## config.mk

```make
export PLATFORM = sky130hd
export DESIGN_NAME = uart_tx_sched_flat
export DESIGN_NICKNAME = d
export VERILOG_FILES = /design/src/rtl/uart_tx_sched_pkg.sv /design/src/rtl/uart_tx_sched_if.sv /design/src/rtl/uart_tx_sched_rr_arbiter.sv /design/src/rtl/uart_tx_sched.sv /design/src/flat_wrapper.sv
export SDC_FILE = /design/constraint.sdc
export NUM_CORES = 1
export LEC_CHECK = 0
export BUFFER_PORTS_ARGS = -buffer_cell sky130_fd_sc_hd__buf_2
export CAP_MARGIN = 15
export CORE_MARGIN = 1.5
export CORE_UTILIZATION = 54
export DETAILED_ROUTE_END_ITERATION = 8
export PLACE_DENSITY = 0.87
export SLEW_MARGIN = 5
export SYNTH_ARGS = -nofsm -noshare
export SYNTH_HDL_FRONTEND = slang
export SYNTH_HIERARCHICAL = 1
export SYNTH_SLANG_ARGS = --single-unit
```

## constraint.sdc

```tcl
create_clock -name clk -period 2.88 [get_ports clk]
set_input_delay 0.144 -clock clk [delete_from_list [all_inputs] [get_ports clk]]
set_output_delay 0.144 -clock clk [all_outputs]
set_load 0.03 [all_outputs]
```

## src/rtl/uart_tx_sched_pkg.sv

```systemverilog
// uart_tx_sched shared types and helpers.
// FSM state encoding and width helper.
package uart_tx_sched_pkg;

  typedef enum logic [2:0] {
    S_IDLE   = 3'd0,
    S_ACCEPT = 3'd1,
    S_LAUNCH = 3'd2,
    S_WAIT   = 3'd3,
    S_GAP    = 3'd4
  } state_t;

  typedef enum logic {
    PAR_EVEN = 1'b0,
    PAR_ODD  = 1'b1
  } par_t;

  function automatic int cw(input int v);
    return (v > 1) ? $clog2(v) : 1;
  endfunction

endpackage

```

## src/rtl/uart_tx_sched_if.sv

```systemverilog
// Producer and frame-engine bundle
// for the UART TX scheduler.
interface uart_tx_sched_if #(
  parameter int N_REQ = 4
);

  logic [N_REQ-1:0]   req_valid;
  logic [8*N_REQ-1:0] req_data;
  logic [N_REQ-1:0]   req_p_sel;
  logic [N_REQ-1:0]   req_ready;
  logic               tx_start;
  logic [7:0]         tx_data;
  logic               tx_p_sel;
  logic               tx_done;
  logic               baud_tick;

  modport master (
    output req_valid, req_data, req_p_sel,
    output tx_done, baud_tick,
    input  req_ready, tx_start, tx_data, tx_p_sel
  );

  modport slave (
    input  req_valid, req_data, req_p_sel,
    input  tx_done, baud_tick,
    output req_ready, tx_start, tx_data, tx_p_sel
  );

endinterface

```

## src/rtl/uart_tx_sched_rr_arbiter.sv

```systemverilog
// Round-robin pick: first request found
// starting at ptr, wrapping mod N_REQ.
module uart_tx_sched_rr_arbiter
  import uart_tx_sched_pkg::*;
#(
  parameter int N_REQ = 4
) (
  input  logic [N_REQ-1:0]     req,
  input  logic [cw(N_REQ)-1:0] ptr,
  output logic [N_REQ-1:0]     gnt,
  output logic [cw(N_REQ)-1:0] idx,
  output logic                 any
);

  localparam int IW = cw(N_REQ);

  logic [IW:0] cand;

  // scan from ptr upward, first hit wins
  always_comb begin
    gnt  = '0;
    idx  = '0;
    any  = 1'b0;
    cand = '0;
    for (int k = 0; k < N_REQ; k++) begin
      cand = {1'b0, ptr} + (IW+1)'(k);
      if (cand >= (IW+1)'(N_REQ))
        cand = cand - (IW+1)'(N_REQ);
      if (!any && req[cand[IW-1:0]]) begin
        any                 = 1'b1;
        gnt[cand[IW-1:0]]   = 1'b1;
        idx                 = cand[IW-1:0];
      end
    end
  end

endmodule

```

## src/rtl/uart_tx_sched.sv

```systemverilog
// Round-robin scheduler feeding one
// UART TX frame engine from N producers.
module uart_tx_sched
  import uart_tx_sched_pkg::*;
#(
  parameter int N_REQ       = 4,
  parameter int GAP_TICKS   = 2,
  parameter int TIMEOUT_CYC = 20000
) (
  input  logic                 clk,
  input  logic                 reset,
  input  logic                 enable,
  uart_tx_sched_if.slave       bus,
  output logic                 busy,
  output logic [cw(N_REQ)-1:0] grant_id,
  output logic                 err_timeout
);

  localparam int IW = cw(N_REQ);
  localparam int TW = cw(TIMEOUT_CYC);
  localparam int GW = cw(GAP_TICKS + 1);
  localparam logic [TW-1:0] TO_LOAD =
    TW'(TIMEOUT_CYC - 1);
  localparam logic [GW-1:0] GAP_LOAD =
    GW'(GAP_TICKS);
  localparam logic [IW-1:0] LAST_ID =
    IW'(N_REQ - 1);

  state_t           state, nxt_state;
  logic [IW-1:0]    rr_ptr, nxt_ptr;
  logic [IW-1:0]    gid_q, nxt_gid;
  logic [N_REQ-1:0] gnt_q, nxt_gnt;
  logic [7:0]       data_q, nxt_data;
  logic             psel_q, nxt_psel;
  logic             start_q, nxt_start;
  logic             err_q, nxt_err;
  logic             busy_q, nxt_busy;
  logic [TW-1:0]    to_cnt, nxt_to;
  logic [GW-1:0]    gap_cnt, nxt_gap;

  logic [N_REQ-1:0] arb_gnt;
  logic [IW-1:0]    arb_idx;
  logic             arb_any;

  uart_tx_sched_rr_arbiter #(
    .N_REQ (N_REQ)
  ) u_arb (
    .req (bus.req_valid),
    .ptr (rr_ptr),
    .gnt (arb_gnt),
    .idx (arb_idx),
    .any (arb_any)
  );

  // state register and registered outputs
  always_ff @(posedge clk) begin
    if (reset) begin
      state   <= S_IDLE;
      rr_ptr  <= '0;
      gid_q   <= '0;
      gnt_q   <= '0;
      data_q  <= '0;
      psel_q  <= 1'b0;
      start_q <= 1'b0;
      err_q   <= 1'b0;
      busy_q  <= 1'b0;
      to_cnt  <= '0;
      gap_cnt <= '0;
    end else begin
      state   <= nxt_state;
      rr_ptr  <= nxt_ptr;
      gid_q   <= nxt_gid;
      gnt_q   <= nxt_gnt;
      data_q  <= nxt_data;
      psel_q  <= nxt_psel;
      start_q <= nxt_start;
      err_q   <= nxt_err;
      busy_q  <= nxt_busy;
      to_cnt  <= nxt_to;
      gap_cnt <= nxt_gap;
    end
  end

  // next state, counters and capture
  always_comb begin
    nxt_state = state;
    nxt_ptr   = rr_ptr;
    nxt_gid   = gid_q;
    nxt_gnt   = gnt_q;
    nxt_data  = data_q;
    nxt_psel  = psel_q;
    nxt_start = 1'b0;
    nxt_err   = 1'b0;
    nxt_to    = to_cnt;
    nxt_gap   = gap_cnt;
    unique case (state)
      S_IDLE: begin
        if (enable && arb_any) begin
          nxt_state = S_ACCEPT;
          nxt_gid   = arb_idx;
          nxt_gnt   = arb_gnt;
        end
      end
      S_ACCEPT: begin
        if (bus.req_valid[gid_q]) begin
          nxt_data  = bus.req_data[8*gid_q +: 8];
          nxt_psel  = bus.req_p_sel[gid_q];
          nxt_ptr   = (gid_q == LAST_ID) ?
                      '0 : gid_q + 1'b1;
          nxt_start = 1'b1;
          // launch cycle is the first
          // cycle of the timeout window
          nxt_to    = TO_LOAD;
          nxt_state = S_LAUNCH;
        end else begin
          nxt_state = S_IDLE;
        end
      end
      S_LAUNCH: begin
        if (to_cnt != '0)
          nxt_to = to_cnt - 1'b1;
        nxt_state = S_WAIT;
      end
      S_WAIT: begin
        if (bus.tx_done || to_cnt == '0) begin
          nxt_err   = !bus.tx_done;
          nxt_gap   = GAP_LOAD;
          nxt_state = (GAP_TICKS == 0) ?
                      S_IDLE : S_GAP;
        end else begin
          nxt_to = to_cnt - 1'b1;
        end
      end
      S_GAP: begin
        if (gap_cnt == '0)
          nxt_state = S_IDLE;
        else if (bus.baud_tick)
          nxt_gap = gap_cnt - 1'b1;
      end
      default: nxt_state = S_IDLE;
    endcase
    nxt_busy = (nxt_state != S_IDLE);
  end

  // ready must track valid inside ACCEPT so
  // a withdrawn byte is never consumed
  assign bus.req_ready =
    (state == S_ACCEPT) ?
    (gnt_q & bus.req_valid) : '0;

  assign bus.tx_start = start_q;
  assign bus.tx_data  = data_q;
  assign bus.tx_p_sel = psel_q;
  assign busy         = busy_q;
  assign grant_id     = gid_q;
  assign err_timeout  = err_q;

endmodule

```

## src/flat_wrapper.sv

```systemverilog
// flat-port wrapper written by rule: the top's interface ports become plain ports
module uart_tx_sched_flat import uart_tx_sched_pkg::*;
#(
  parameter int N_REQ       = 4,
  parameter int GAP_TICKS   = 2,
  parameter int TIMEOUT_CYC = 20000
)
  (clk, reset, enable, busy, grant_id, err_timeout, bus_req_valid, bus_req_data, bus_req_p_sel, bus_tx_done, bus_baud_tick, bus_req_ready, bus_tx_start, bus_tx_data, bus_tx_p_sel);
  uart_tx_sched_if #(.N_REQ(N_REQ)) bus_i ();
  input  logic clk;
  input  logic reset;
  input  logic enable;
  output logic busy;
  output logic [cw(N_REQ)-1:0] grant_id;
  output logic err_timeout;
  input wire logic [$bits(bus_i.req_valid)-1:0] bus_req_valid;
  input wire logic [$bits(bus_i.req_data)-1:0] bus_req_data;
  input wire logic [$bits(bus_i.req_p_sel)-1:0] bus_req_p_sel;
  input wire logic [$bits(bus_i.tx_done)-1:0] bus_tx_done;
  input wire logic [$bits(bus_i.baud_tick)-1:0] bus_baud_tick;
  output wire logic [$bits(bus_i.req_ready)-1:0] bus_req_ready;
  output wire logic [$bits(bus_i.tx_start)-1:0] bus_tx_start;
  output wire logic [$bits(bus_i.tx_data)-1:0] bus_tx_data;
  output wire logic [$bits(bus_i.tx_p_sel)-1:0] bus_tx_p_sel;
  assign bus_i.req_valid = bus_req_valid;
  assign bus_i.req_data = bus_req_data;
  assign bus_i.req_p_sel = bus_req_p_sel;
  assign bus_i.tx_done = bus_tx_done;
  assign bus_i.baud_tick = bus_baud_tick;
  assign bus_req_ready = bus_i.req_ready;
  assign bus_tx_start = bus_i.tx_start;
  assign bus_tx_data = bus_i.tx_data;
  assign bus_tx_p_sel = bus_i.tx_p_sel;
  uart_tx_sched #(.N_REQ(N_REQ), .GAP_TICKS(GAP_TICKS), .TIMEOUT_CYC(TIMEOUT_CYC)) u_core (.clk(clk), .reset(reset), .enable(enable), .bus(bus_i), .busy(busy), .grant_id(grant_id), .err_timeout(err_timeout));
endmodule
```

**Word-level counts from Yosys, hierarchy flattened**

Cells that the tools add are included.

- Bits in registers: 40
- Bits of input ports: 45
- Output and inout bits: 18

- $add $sub $neg: 10
- Order comparisons: 13
- Equal/unequal tests: 11
- Shift-type cells: 1
- Multiplexer cells: 52
- Bitwise operators: 7
- Reductions and logical operators: 26

Operators with widths:

| cell | number |
|---|---|
| two-way mux 15 bit | 3 |
| case mux 15 bit (3 select lines) | 1 |
| indexed part select 32 x 6 -> 8 bit | 1 |
| two-way mux 2 bit | 13 |
| two-way mux 4 bit | 5 |
| logical NOT 15 bit | 1 |
| < comparator 2 x 3 -> 1 bit (second input constant) | 5 |
| two-way mux 1 bit | 15 |
| case mux 3 bit (5 select lines) | 1 |
| nonzero test 15 bit | 1 |
| subtractor 15 x 1 -> 15 bit (second input constant) | 1 |
| binary-select mux 1 bit (select 2 bit) | 6 |
| bitwise OR 4 bit | 3 |
| subtractor 2 x 1 -> 2 bit (second input constant) | 5 |
| >= comparator 3 bit (second input constant) | 3 |
| two-way mux 3 bit | 3 |
| demux 1 bit (select 2 bit) | 4 |
| >= comparator 2 x 1 -> 1 bit (second input constant) | 4 |
| logical AND 1 bit | 8 |
| AND reduction 4 bit | 2 |
| adder 2 x 2 -> 3 bit (second input constant) | 2 |
| == test 3 x 2 -> 1 bit (second input constant) | 2 |
| inequality test 2 x 1 -> 1 bit (second input constant) | 3 |
| inequality test 2 bit (second input constant) | 3 |
| 18 further kinds | 25 |

**Longest topological paths before layout**

Gate-level depths: netlist (run 1).

- Depth in word-level cells: 18
- Mapped depth: 11

**Modules after synthesis**

Netlist (run 1), hierarchy kept.

By module, submodules not included:

| module | times used | cells each | area each (um^2) | sequential area each (um^2) |
|---|---|---|---|---|
| uart_tx_sched | 1 | 227 | 2129.5 | 800.8 |
| uart_tx_sched_rr_arbiter | 1 | 45 | 421.7 | 0.0 |

**Worst setup path after synthesis (run 1)**

Ideal clock, no wire load.

- Path type: register -> register
- Start point: reg u_core.rr_ptr[0]
- End point: reg u_core.gid_q[0] (netlist: u_core/grant_id[0])
- Setup time: 0.128 ns
- Arrival time: 2.276 ns
- Setup slack: 0.476 ns
- Stages on the path, launching flop included: 12
- Period minus slack after synthesis: 2.404 ns
- Path through: dfxtp_1 > buf_6 > inv_1 > ha_1 > mux4_2 > buf_6 > nor3_1 > nand2b_1 > and3b_1 > nor3b_2 > mux2i_1 > nor2_1

- Cells in the longest elaborated chain, start to end: 16
- Elaborated cells between the ends (all ways): 39

Ends and longest elaborated chain:

| element | RTL line | source |
|---|---|---|
| start, declared | uart_tx_sched.sv:30 | `logic [IW-1:0] rr_ptr, nxt_ptr;` |
| start signal, assigned | uart_tx_sched.sv:71 | `rr_ptr <= nxt_ptr;` |
| branches (longest 13 deep; another with adder 2 x 1 -> 3 bit) | - |  |
| two-way mux 1 bit * | uart_tx_sched_rr_arbiter.sv:29 | `if (!any && req[cand[IW-1:0]]) begin` |
| named net u_core.arb_any | uart_tx_sched.sv:43 | `logic arb_any;` |
| logical AND 1 bit * | uart_tx_sched.sv:98 | `if (enable && arb_any) begin` |
| AND reduction 2 bit (no line) * | - |  |
| end signal, assigned | uart_tx_sched.sv:72 | `gid_q <= nxt_gid;` |
| end, declared | uart_tx_sched.sv:31 | `logic [IW-1:0] gid_q, nxt_gid;` |

Mark *: on every way through the listed nets, which the timed path passes. The select of a mux whose other input is x is not followed.
A chain may end at the register's enable or synchronous reset.

**Final worst setup path (run 1)**

- Start point: reg u_core.rr_ptr[1]
- End point: reg u_core.gnt_q[1]

- Cells in the longest elaborated chain, start to end: 16
- Elaborated cells between the ends (all ways): 62

Ends and longest elaborated chain:

| element | RTL line | source |
|---|---|---|
| branches (longest 13 deep; another with adder 2 x 1 -> 3 bit) | - |  |
| two-way mux 1 bit * | uart_tx_sched_rr_arbiter.sv:29 |  |
| named net u_core.arb_any | uart_tx_sched.sv:43 |  |
| logical AND 1 bit * | uart_tx_sched.sv:98 |  |
| AND reduction 2 bit (no line) * | - |  |
| end signal, assigned | uart_tx_sched.sv:73 | `gnt_q <= nxt_gnt;` |
| end, declared | uart_tx_sched.sv:32 | `logic [N_REQ-1:0] gnt_q, nxt_gnt;` |

Marked as above.

==> flow_metrics.env, run 1 <==
export IMPL_routedWlPerCell_um=15.1
export IMPL_synthTopCellsByArea="dfxtp_1 31%, mux4_2 11%, nand2_1 4.6%, ha_1 3.9%, mux2i_1 3.5%"
export IMPL_io_pins=63
export IMPL_p_leak_nw=1.21
export IMPL_synth_top_cells_by_count="40 x dfxtp_1, 31 x nand2_1, 17 x a21oi_1, 17 x nor2_1, 12 x mux4_2"
export IMPL_globalRouteOverflowTotal=0
export IMPL_crit_fanout=10
export IMPL_ys_warn_count=6
export IMPL_place_area_mm2=0.00287
export IMPL_setup_viol_count_final=0
export IMPL_rsz0062_at_grt="false"
export IMPL_reg2reg_to="u_core/gnt_q[1]$_SDFFE_PP0P_"
export IMPL_first_iter_violations=200
export IMPL_initial_core_util=0.574
export IMPL_synth_nets=325
export IMPL_dp_cells=374
export IMPL_numCtsBuffers=5
export IMPL_irDropWorstVdd_mv=0.306
export IMPL_fin_crit_ps=2450
export IMPL_regToRegSetupSlack_ps=430
export IMPL_ant_nets=0
export IMPL_maxSlewViolCount=0
export IMPL_hold_buffers=0
export IMPL_syn_avg_cell_area_um2=9.38
export IMPL_critical_path_arrival_ps=2610
export IMPL_drive_gt1_frac=0.297
export IMPL_wl_um=5760
export IMPL_yosysMostFrequentCell="dfxtp_1"
export IMPL_dieArea_mm2=0.00515
export IMPL_synth_cells=272
export IMPL_fin_area_mm2=0.00299
export IMPL_worstHoldStart="bus_tx_done"
export IMPL_dp_hpwl_um=4250
export IMPL_hold_depth=2
export IMPL_multi_input_area_mm2=0.00163
export IMPL_r2r_start="u_core/rr_ptr[1]$_SDFFE_PP0P_"
export IMPL_async_flop_share=0
export IMPL_yosysUniqueCellTypes=58
export IMPL_end_kind="flop"
export IMPL_dieHeight_um=71.7
export IMPL_first_pass_iters=5
export IMPL_coreArea_mm2=0.00444
export IMPL_tightest_slew_ps=673
export IMPL_num_vias=2405
export IMPL_seqCellArea_um2=801
export IMPL_clock_skew_ps=6.61
export IMPL_grt_max_degree=34
export IMPL_grt_pass1_wl_um=10000
export IMPL_place_congestion=0.927
export IMPL_cap_violations=0
export IMPL_route_detailed_drc=0
export IMPL_post_cts_buffers=0
export IMPL_power_mw=1.77
export IMPL_worstPathRequired_ps=3040
export IMPL_nFillCells=346
export IMPL_viasPerCell=6.30
export IMPL_synth_yosys_seq_area_share=0.314
export IMPL_hold_violations=0
export IMPL_outcome="finished clean"
export IMPL_cts_tree="built"
export IMPL_dieWidth_um=71.7
export IMPL_path_clk_slew_ps=80
export IMPL_track_usage=0.241
export IMPL_area_delta_synth_final_pct=17.3
export IMPL_ctsRootBufferMaster="clkbuf_8"
export IMPL_stdcell_count=382
export IMPL_utilization=0.673
export IMPL_yosysTopAreaCellShare=0.314
export IMPL_antenna_cells=0
export IMPL_netlist_area_mm2=0.00255
export IMPL_slew_headroom=0.552
export IMPL_synth_edff_count=0
export IMPL_synth_top_cell_by_area="dfxtp_1"
export IMPL_reg2reg_depth=9
export IMPL_final_setup_tns_ps=0
export IMPL_cts_sinks=40
export IMPL_antenna_found_initial=0
export IMPL_ys_flop_type="dfxtp_1"
export IMPL_crit_type="flop to flop"
export IMPL_rows=24
export IMPL_io_buffers=62
export IMPL_postCtsResizedCells=0
export IMPL_hp_class="primary input to flop"
export IMPL_fin_nets=382
export IMPL_worstSkewPairLatency_ps=300
export IMPL_startpoint_type="flop"
export IMPL_grt_pass1_vias=2256
export IMPL_max_freq_mhz=408
export IMPL_min_period_over_period=0.850
export IMPL_htreeDepth=2
export IMPL_hold_path_end="u_core/err_timeout$_SDFF_PP0_"
export IMPL_cts_path_max_buffers=2
export IMPL_p_per_area_mw_per_mm2=591
export IMPL_ys_ff_latch=40
[cells in the final DEF (no fill, tap or decap), types with 3 or more instances in the layout]
cell type / instances
a22oi_1: 8
dfxtp_1: 40
buf_2: 62
buf_4: 4
nor4_1: 6
a21oi_1: 17
clkbuf_8: 7
o31ai_1: 9
a311oi_1: 7
nor2_1: 17
mux4_2: 12
o21ai_0: 6
and2_1: 3
nand3_1: 7
ha_1: 8
and3_1: 6
a211oi_1: 4
nand4_1: 3
nand2b_1: 4
nor3_1: 4
nand2_1: 31
mux2i_1: 9
or3_1: 3
or4_1: 7
a31oi_1: 3
inv_1: 8
[per-layer routing]
metal / share of wire / global-route usage / vias up
met5: 0 / 0 / -
met4: 0.016 / 0.0755 / 0
met3: 0.058 / 0.0492 / 10
met2: 0.49 / 0.406 / 93
met1: 0.43 / 0.310 / 1136
li1: - / - / 1166
[worst max-delay path, cell delays in order (launching register included)]
cell      delay, ps
dfxtp_1         330
inv_1            80
ha_1            330
mux4_2          380
nor3_1          100
nand2b_1         90
and3b_1         170
nor3b_2         510
mux2i_1         260
nor2_1           60
[layout make-up]
class	count	share of cell area
inverter	8	0.0100
tap	52	0.0217
multi-input combinational	208	0.545
clock inverter	1	0.0100
timing repair buffer	66	0.114
clock buffer	7	0.0322
sequential	40	0.268
[metrics by stage]
| stage | hold WS [ps] | setup WS, ps |
|---|---|---|
| 6_report | 88.8 | 431 |
| 5_1_grt | 115 | 259 |
| 4_1_cts | 78.2 | 454 |
| 3_5_place_dp | 395 | 451 |
| 3_3_place_gp | 399 | 547 |
| 2_1_floorplan | 221 | 476 |
[sequential cells by signal, indices dropped and copies added, names as in the netlist]
register,flops
u_core/bus.tx_data,8
u_core/bus.tx_p_sel,1
u_core/bus.tx_start,1
u_core/busy,1
u_core/err_timeout,1
u_core/gap_cnt,2
u_core/gnt_q,4
u_core/grant_id,2
u_core/rr_ptr,2
u_core/state,3
u_core/to_cnt,15
[power breakdown]
group	switching (mW)	leakage, nW	total [mW]	internal (mW)
Combinational	0.366	0.817	0.609	0.243
Clock	0.197	0.0645	0.502	0.306
Sequential	0.0568	0.325	0.659	0.602
Total	0.619	1.21	1.77	1.15
[kinds of logic (layout without fill, tap and decap cells)]
group,after synthesis,count (layout),synth area share
fa+ha+maj,8,8,0.0392
compound gates,67,67,0.185
buf+inv,24,82,0.0471
flops,40,40,0.314
simple gates,109,109,0.249
mux,24,24,0.166
[how the worst max path moves through the flow]
stage	slack, ps	depth (start not counted)	startpoint	end
5_1_grt	260	9	u_core/rr_ptr[0]$_SDFFE_PP0P_	u_core/gnt_q[1]$_SDFFE_PP0P_
3_3_place_gp	550	9	u_core/rr_ptr[1]$_SDFFE_PP0P_	u_core/gnt_q[1]$_SDFFE_PP0P_
2_1_floorplan	480	11	u_core/rr_ptr[0]$_SDFFE_PP0P_	u_core/grant_id[0]$_SDFFE_PP0P_
3_5_place_dp	450	9	u_core/rr_ptr[1]$_SDFFE_PP0P_	u_core/gnt_q[2]$_SDFFE_PP0P_
4_1_cts	450	9	u_core/rr_ptr[1]$_SDFFE_PP0P_	u_core/gnt_q[1]$_SDFFE_PP0P_
6_report	430	9	u_core/rr_ptr[1]$_SDFFE_PP0P_	u_core/gnt_q[1]$_SDFFE_PP0P_
(Power assumes the default switching activity.)
==> run 2: changes to the inputs <==
Settings changed: RECOVER_POWER set to 25.
==> run 2 against run 1 <==
Hold slack lost 2.6 ps. Count of clock-buffer cells in the layout is the same. Die area is the same. Non-clock buffer count is the same. Clock power is essentially flat. Largest cell class unchanged. Register-to-register slack is essentially flat. Final cell count is the same. Sequential power is essentially flat.
==> flow_metrics.env, run 2 (same netlist as run 1, synthesis figures left out) <==
export IMPL_initial_core_util=0.574
export IMPL_num_vias=2415
export IMPL_tightest_slew_ps=905
export IMPL_grt_pass1_vias=2256
export IMPL_p_sw_frac=0.351
export IMPL_routedWlPerCell_um=15.1
export IMPL_startpoint_type="flop"
export IMPL_cts_tree="built"
export IMPL_final_setup_tns_ps=0
export IMPL_viasPerCell=6.32
export IMPL_slew_headroom=0.397
export IMPL_critical_path_arrival_ps=2610
export IMPL_irDropWorstVdd_mv=0.308
export IMPL_dieArea_mm2=0.00515
export IMPL_track_usage=0.241
export IMPL_coreArea_mm2=0.00444
export IMPL_rows=24
export IMPL_io_pins=63
export IMPL_maxSlewViolCount=0
export IMPL_grt_max_degree=34
export IMPL_wl_um=5770
export IMPL_regMostFlops="u_core/to_cnt"
export IMPL_area_delta_synth_final_pct=16.5
export IMPL_io_buffers=62
export IMPL_whs_ps=86.2
export IMPL_power_frac_comb=0.342
export IMPL_worstPathRequired_ps=3040
export IMPL_dieWidth_um=71.7
export IMPL_stdcell_count=382
export IMPL_globalRouteOverflowTotal=0
export IMPL_worstSkewPairLatency_ps=300
export IMPL_first_pass_iters=5
export IMPL_ant_nets=0
export IMPL_grt_pass1_wl_um=10000
export IMPL_postCtsResizedCells=0
export IMPL_dp_cells=374
export IMPL_hold_violations=0
export IMPL_htreeDepth=2
export IMPL_final_cell_mix="49 x buf_2, 40 x dfxtp_1, 31 x nand2_1, 17 x nor2_1, 17 x a21oi_1"
export IMPL_intPower_mw=1.15
export IMPL_rsz0062_at_grt="false"
export IMPL_p_leak_nw=1.15
export IMPL_drive_gt1_frac=0.255
export IMPL_largest_reg_flops=15
export IMPL_cts_sinks=40
export IMPL_hp_class="primary input to flop"
export IMPL_switchingPower_mw=0.620
export IMPL_crit_fanout=10
export IMPL_place_congestion=0.927
export IMPL_seqPwrFrac=0.373
export IMPL_p_per_area_mw_per_mm2=594
export IMPL_fin_crit_ps=2450
export IMPL_outcome="finished clean"
export IMPL_hold_buffers=0
export IMPL_dp_hpwl_um=4250
export IMPL_cts_path_max_buffers=2
export IMPL_crit_type="flop to flop"
export IMPL_min_period_over_period=0.849
export IMPL_ctsRootBufferMaster="clkbuf_8"
export IMPL_first_iter_violations=198
export IMPL_setup_viol_count_final=0
export IMPL_clock_skew_ps=6.68
export IMPL_path_clk_slew_ps=80
export IMPL_route_detailed_drc=0
export IMPL_post_cts_buffers=0
export IMPL_numCtsBuffers=5
export IMPL_antenna_cells=0
export IMPL_fin_nets=382
export IMPL_max_freq_mhz=409
export IMPL_end_kind="flop"
export IMPL_antenna_found_initial=0
export IMPL_pwr_share_clk=0.285
export IMPL_dieHeight_um=71.7
export IMPL_cap_violations=0
export IMPL_mostFrequentLayoutCell="buf_2"
run 2: cell types whose count changed in the layout (fill, tap and decap cells not counted):
cell and change:
buf_4 -1, buf_2 -13, clkbuf_1 +14
run 2: power by group through the flow:
stage	sequential (mW)	combinational (mW)	clock [mW]
3_5_place_dp	0.670	0.601	0
5_1_grt	0.667	0.666	0.537
3_3_place_gp	0.668	0.588	0
2_1_floorplan	0.683	0.462	0
4_1_cts	0.658	0.604	0.511
6_report	0.659	0.604	0.504
run 2: final cells by class:
class                           count  area [um2]
Clock buffer                        7        96.3
Multi-Input combinational cell    208        1630
Sequential cell                    40         801
Timing Repair Buffer               66         320
Inverter                            8        30.0
Clock inverter                      1        30.0
Tap cell                           52        65.1
Fill cell                         353        1470
run 2: final timing paths:
kind / startpoint / to / slack, ps / cells past startpoint
setup / recovery: u_core/rr_ptr[1]$_SDFFE_PP0P_ / u_core/gnt_q[1]$_SDFFE_PP0P_ / 430 / 9
hold / removal: bus_tx_done / u_core/err_timeout$_SDFF_PP0_ / 90 / 2
setup reg to reg: u_core/rr_ptr[1]$_SDFFE_PP0P_ / u_core/gnt_q[1]$_SDFFE_PP0P_ / 430 / 9
hold reg to reg: u_core/bus.tx_data[5]$_SDFFE_PP0P_ / u_core/bus.tx_data[5]$_SDFFE_PP0P_ / 460 / 2
run 2: metal layers:
layer | track usage | part of all wire | vias up
met1 | 0.310 | 0.43 | 1143
met4 | 0.0755 | 0.016 | 0
li1 | - | - | 1165
met2 | 0.406 | 0.50 | 97
met5 | 0 | 0 | -
met3 | 0.0492 | 0.060 | 10
run 2: metrics by stage:
stage / cell area, um2 / total power [mW] / utilization / setup slack [ps]
after floorplan: 2550 / 1.14 / - / 476
final: 2970 / 1.77 / 0.669 / 434
after detailed placement: 2870 / 1.27 / 0.645 / 451
after global placement: 2870 / 1.26 / 0.645 / 547
after global routing: 2970 / 1.87 / 0.669 / 259
after CTS: 2990 / 1.77 / 0.673 / 454
run 2: critical path, cell delays in order, from the launching register on:
cell      delay [ps]
dfxtp_1          330
inv_1             80
ha_1             330
mux4_2           380
nor3_1           100
nand2b_1          80
and3b_1          170
nor3b_2          520
mux2i_1          260
nor2_1            60
==> run 3: changes to the inputs <==
Settings changed: ABC_AREA set to 1, CORE_UTILIZATION 54 to 55.
Clock period 2.88 ns to 2.5 ns, I/O delays scaled along.
==> run 3 against run 2 <==
Fmax rose by 8.4%. Setup slack got worse by 190 ps. Synthesized area rose by 11%. Clock skew rose by 0.63 ps.
==> flow_metrics.env, run 3 <==
export IMPL_antenna_cells=0
export IMPL_yosysUniqueCellTypes=33
export IMPL_netlist_area_mm2=0.00283
export IMPL_synth_edff_count=0
export IMPL_ys_flop_type="dfxtp_1"
export IMPL_stdcell_count=564
export IMPL_intPower_mw=1.41
export IMPL_htreeDepth=2
export IMPL_yosysTopAreaCellShare=0.283
export IMPL_dieWidth_um=74.7
export IMPL_synth_nets=491
export IMPL_track_usage=0.284
export IMPL_globalRouteOverflowTotal=0
export IMPL_hold_buffers=0
export IMPL_ant_nets=0
export IMPL_final_setup_tns_ps=0
export IMPL_outcome="finished clean"
export IMPL_worstHoldStart="bus_tx_done"
export IMPL_end_kind="flop"
export IMPL_dieArea_mm2=0.00558
export IMPL_grt_pass1_wl_um=12500
export IMPL_wl_um=7220
export IMPL_coreArea_mm2=0.00485
export IMPL_worstPathRequired_ps=2730
export IMPL_clock_skew_ps=7.32
export IMPL_regMostFlops="u_core/to_cnt"
export IMPL_r2r_start="u_core/rr_ptr[0]$_SDFFE_PP0P_"
export IMPL_reg2reg_to="u_core/grant_id[0]$_SDFFE_PP0P_"
export IMPL_reg2reg_depth=10
export IMPL_rows=25
export IMPL_syn_avg_cell_area_um2=6.46
export IMPL_worstSkewPairLatency_ps=290
export IMPL_cts_sinks=40
export IMPL_slew_headroom=0.446
export IMPL_final_cell_mix="90 x nand2_1, 69 x nor2_1, 49 x buf_2, 40 x dfxtp_1, 37 x inv_1"
export IMPL_path_cells="inv_2 > ha_1 > inv_1 > nand3_1 > nand2_1 > nor2_1 > a21oi_1 > nand3_1 > o21ai_0 > a21oi_1"
export IMPL_seqCellArea_um2=801
export IMPL_hold_depth=2
export IMPL_nFillCells=445
export IMPL_yosysMostFrequentCell="nand2_1"
export IMPL_viasPerCell=5.43
export IMPL_ys_warn_count=6
export IMPL_synth_top_cell_by_area="dfxtp_1"
export IMPL_startpoint_type="flop"
export IMPL_tightest_slew_ps=831
export IMPL_max_freq_mhz=443
export IMPL_path_clk_slew_ps=80
export IMPL_async_flop_share=0
export IMPL_synth_cells=438
export IMPL_setup_viol_count_final=0
export IMPL_power_frac_comb=0.505
export IMPL_grt_max_degree=24
export IMPL_irDropWorstVdd_mv=0.480
export IMPL_io_buffers=62
export IMPL_antenna_found_initial=0
export IMPL_met3_usage=0.0710
export IMPL_synth_yosys_seq_area_share=0.283
export IMPL_grt_use_met1=0.354
export IMPL_p_sw_frac=0.456
export IMPL_initial_core_util=0.583
export IMPL_dp_hpwl_um=5250
export IMPL_cap_violations=0
export IMPL_multi_input_area_mm2=0.00179
export IMPL_first_iter_violations=189
export IMPL_post_cts_buffers=0
export IMPL_regToRegSetupSlack_ps=240
export IMPL_min_period_over_period=0.903
export IMPL_hold_violations=0
export IMPL_postCtsResizedCells=0
export IMPL_route_detailed_drc=0
export IMPL_seqPwrFrac=0.320
export IMPL_fin_crit_ps=2260
export IMPL_io_pins=63
export IMPL_crit_fanout=10
export IMPL_cts_path_max_buffers=2
export IMPL_cts_tree="built"
export IMPL_dieHeight_um=74.7
export IMPL_ys_ff_latch=40
export IMPL_rsz0062_at_grt="false"
export IMPL_place_area_mm2=0.00317
export IMPL_pwr_share_clk=0.175
export IMPL_synth_top_cells_by_count="90 x nand2_1, 69 x nor2_1, 40 x dfxtp_1"
export IMPL_ctsRootBufferMaster="clkbuf_8"
export IMPL_slowest_stage="dfxtp_1"
export IMPL_largest_reg_flops=15
export IMPL_hold_path_end="u_core/err_timeout$_SDFF_PP0_"
export IMPL_numCtsBuffers=5
export IMPL_drive_gt1_frac=0.211
export IMPL_place_congestion=0.937
export IMPL_num_vias=3063
export IMPL_critical_path_arrival_ps=2480
export IMPL_mostFrequentLayoutCell="nand2_1"
export IMPL_p_leak_nw=1.49
export IMPL_fin_nets=549
export IMPL_dp_cells=556
export IMPL_busiest_layer="met2"
export IMPL_use_met2=0.487
export IMPL_first_pass_iters=5
export IMPL_grt_pass1_vias=2869
export IMPL_hp_class="primary input to flop"
export IMPL_area_delta_synth_final_pct=14.8
export IMPL_crit_type="flop to flop"
export IMPL_maxSlewViolCount=0
export IMPL_switchingPower_mw=1.18
export IMPL_p_per_area_mw_per_mm2=797
export IMPL_setup_worst_path_start="u_core/rr_ptr[0]$_SDFFE_PP0P_"
export IMPL_critPathMaxStageDelay_ps=570
export IMPL_fin_area_mm2=0.00325
export IMPL_routedWlPerCell_um=12.8
export IMPL_synthTopCellsByArea="dfxtp_1 28%, nand2_1 12%, nor2_1 9.2%, o21ai_0 6.0%, nand3_1 5.5%"
## run 3: worst max path at each step
stage / cells after the start / end / slack (ps)
4_1_cts: 13 / u_core/busy$_SDFF_PP0_ / 270
6_report: 10 / u_core/grant_id[0]$_SDFFE_PP0P_ / 240
5_1_grt: 10 / u_core/grant_id[1]$_SDFFE_PP0P_ / 70
3_3_place_gp: 10 / u_core/grant_id[0]$_SDFFE_PP0P_ / 410
2_1_floorplan: 14 / u_core/busy$_SDFF_PP0_ / 310
3_5_place_dp: 13 / u_core/busy$_SDFF_PP0_ / 300
## run 3: cell families after synthesis
kind of cell    share of synthesized area
fa+ha+maj                          0.0354
flops                               0.283
buf+inv                            0.0850
xor+xnor                          0.00929
simple gates                        0.408
compound gates                      0.180
## run 3: critical path, delay by kind of cell (launching register included)
family	cells	cell delay (ps)
DFF	1	570
AOI/OAI and AO/OA	3	360
buffers and inverters	2	290
and+or+nand+nor	4	580
adders and majority gates	1	400
## run 3: power groups by stage
stage / clock network (mW) / logic, mW / registers, mW
floorplan: 0 / 0.990 / 0.880
global placement: 0 / 1.27 / 0.833
detailed placement: 0 / 1.30 / 0.837
CTS: 0.459 / 1.31 / 0.824
global route: 0.484 / 1.46 / 0.840
finish: 0.453 / 1.31 / 0.827
## run 3: layer usage
layer,up-vias,share of wire
li1,1561,-
met1,1382,0.46
met2,103,0.47
met3,17,0.054
met4,0,0.015
met5,-,0
## run 3: final cells by class
class,instances,area share
clock buffer,6,0.0254
clock inverter,2,0.00308
inverter,41,0.0474
multi-input combinational,341,0.551
sequential,40,0.247
tap,67,0.0258
timing repair buffer,67,0.101
## run 3: per-stage QoR
stage	util	power [mW]	setup slack [ps]	hold WS [ps]
after floorplan	-	1.87	312	204
after global placement	0.654	2.10	409	324
after detailed placement	0.654	2.13	297	322
after CTS	0.674	2.59	266	6.54
after global routing	0.669	2.79	73.6	7.14
final	0.669	2.59	243	14.2
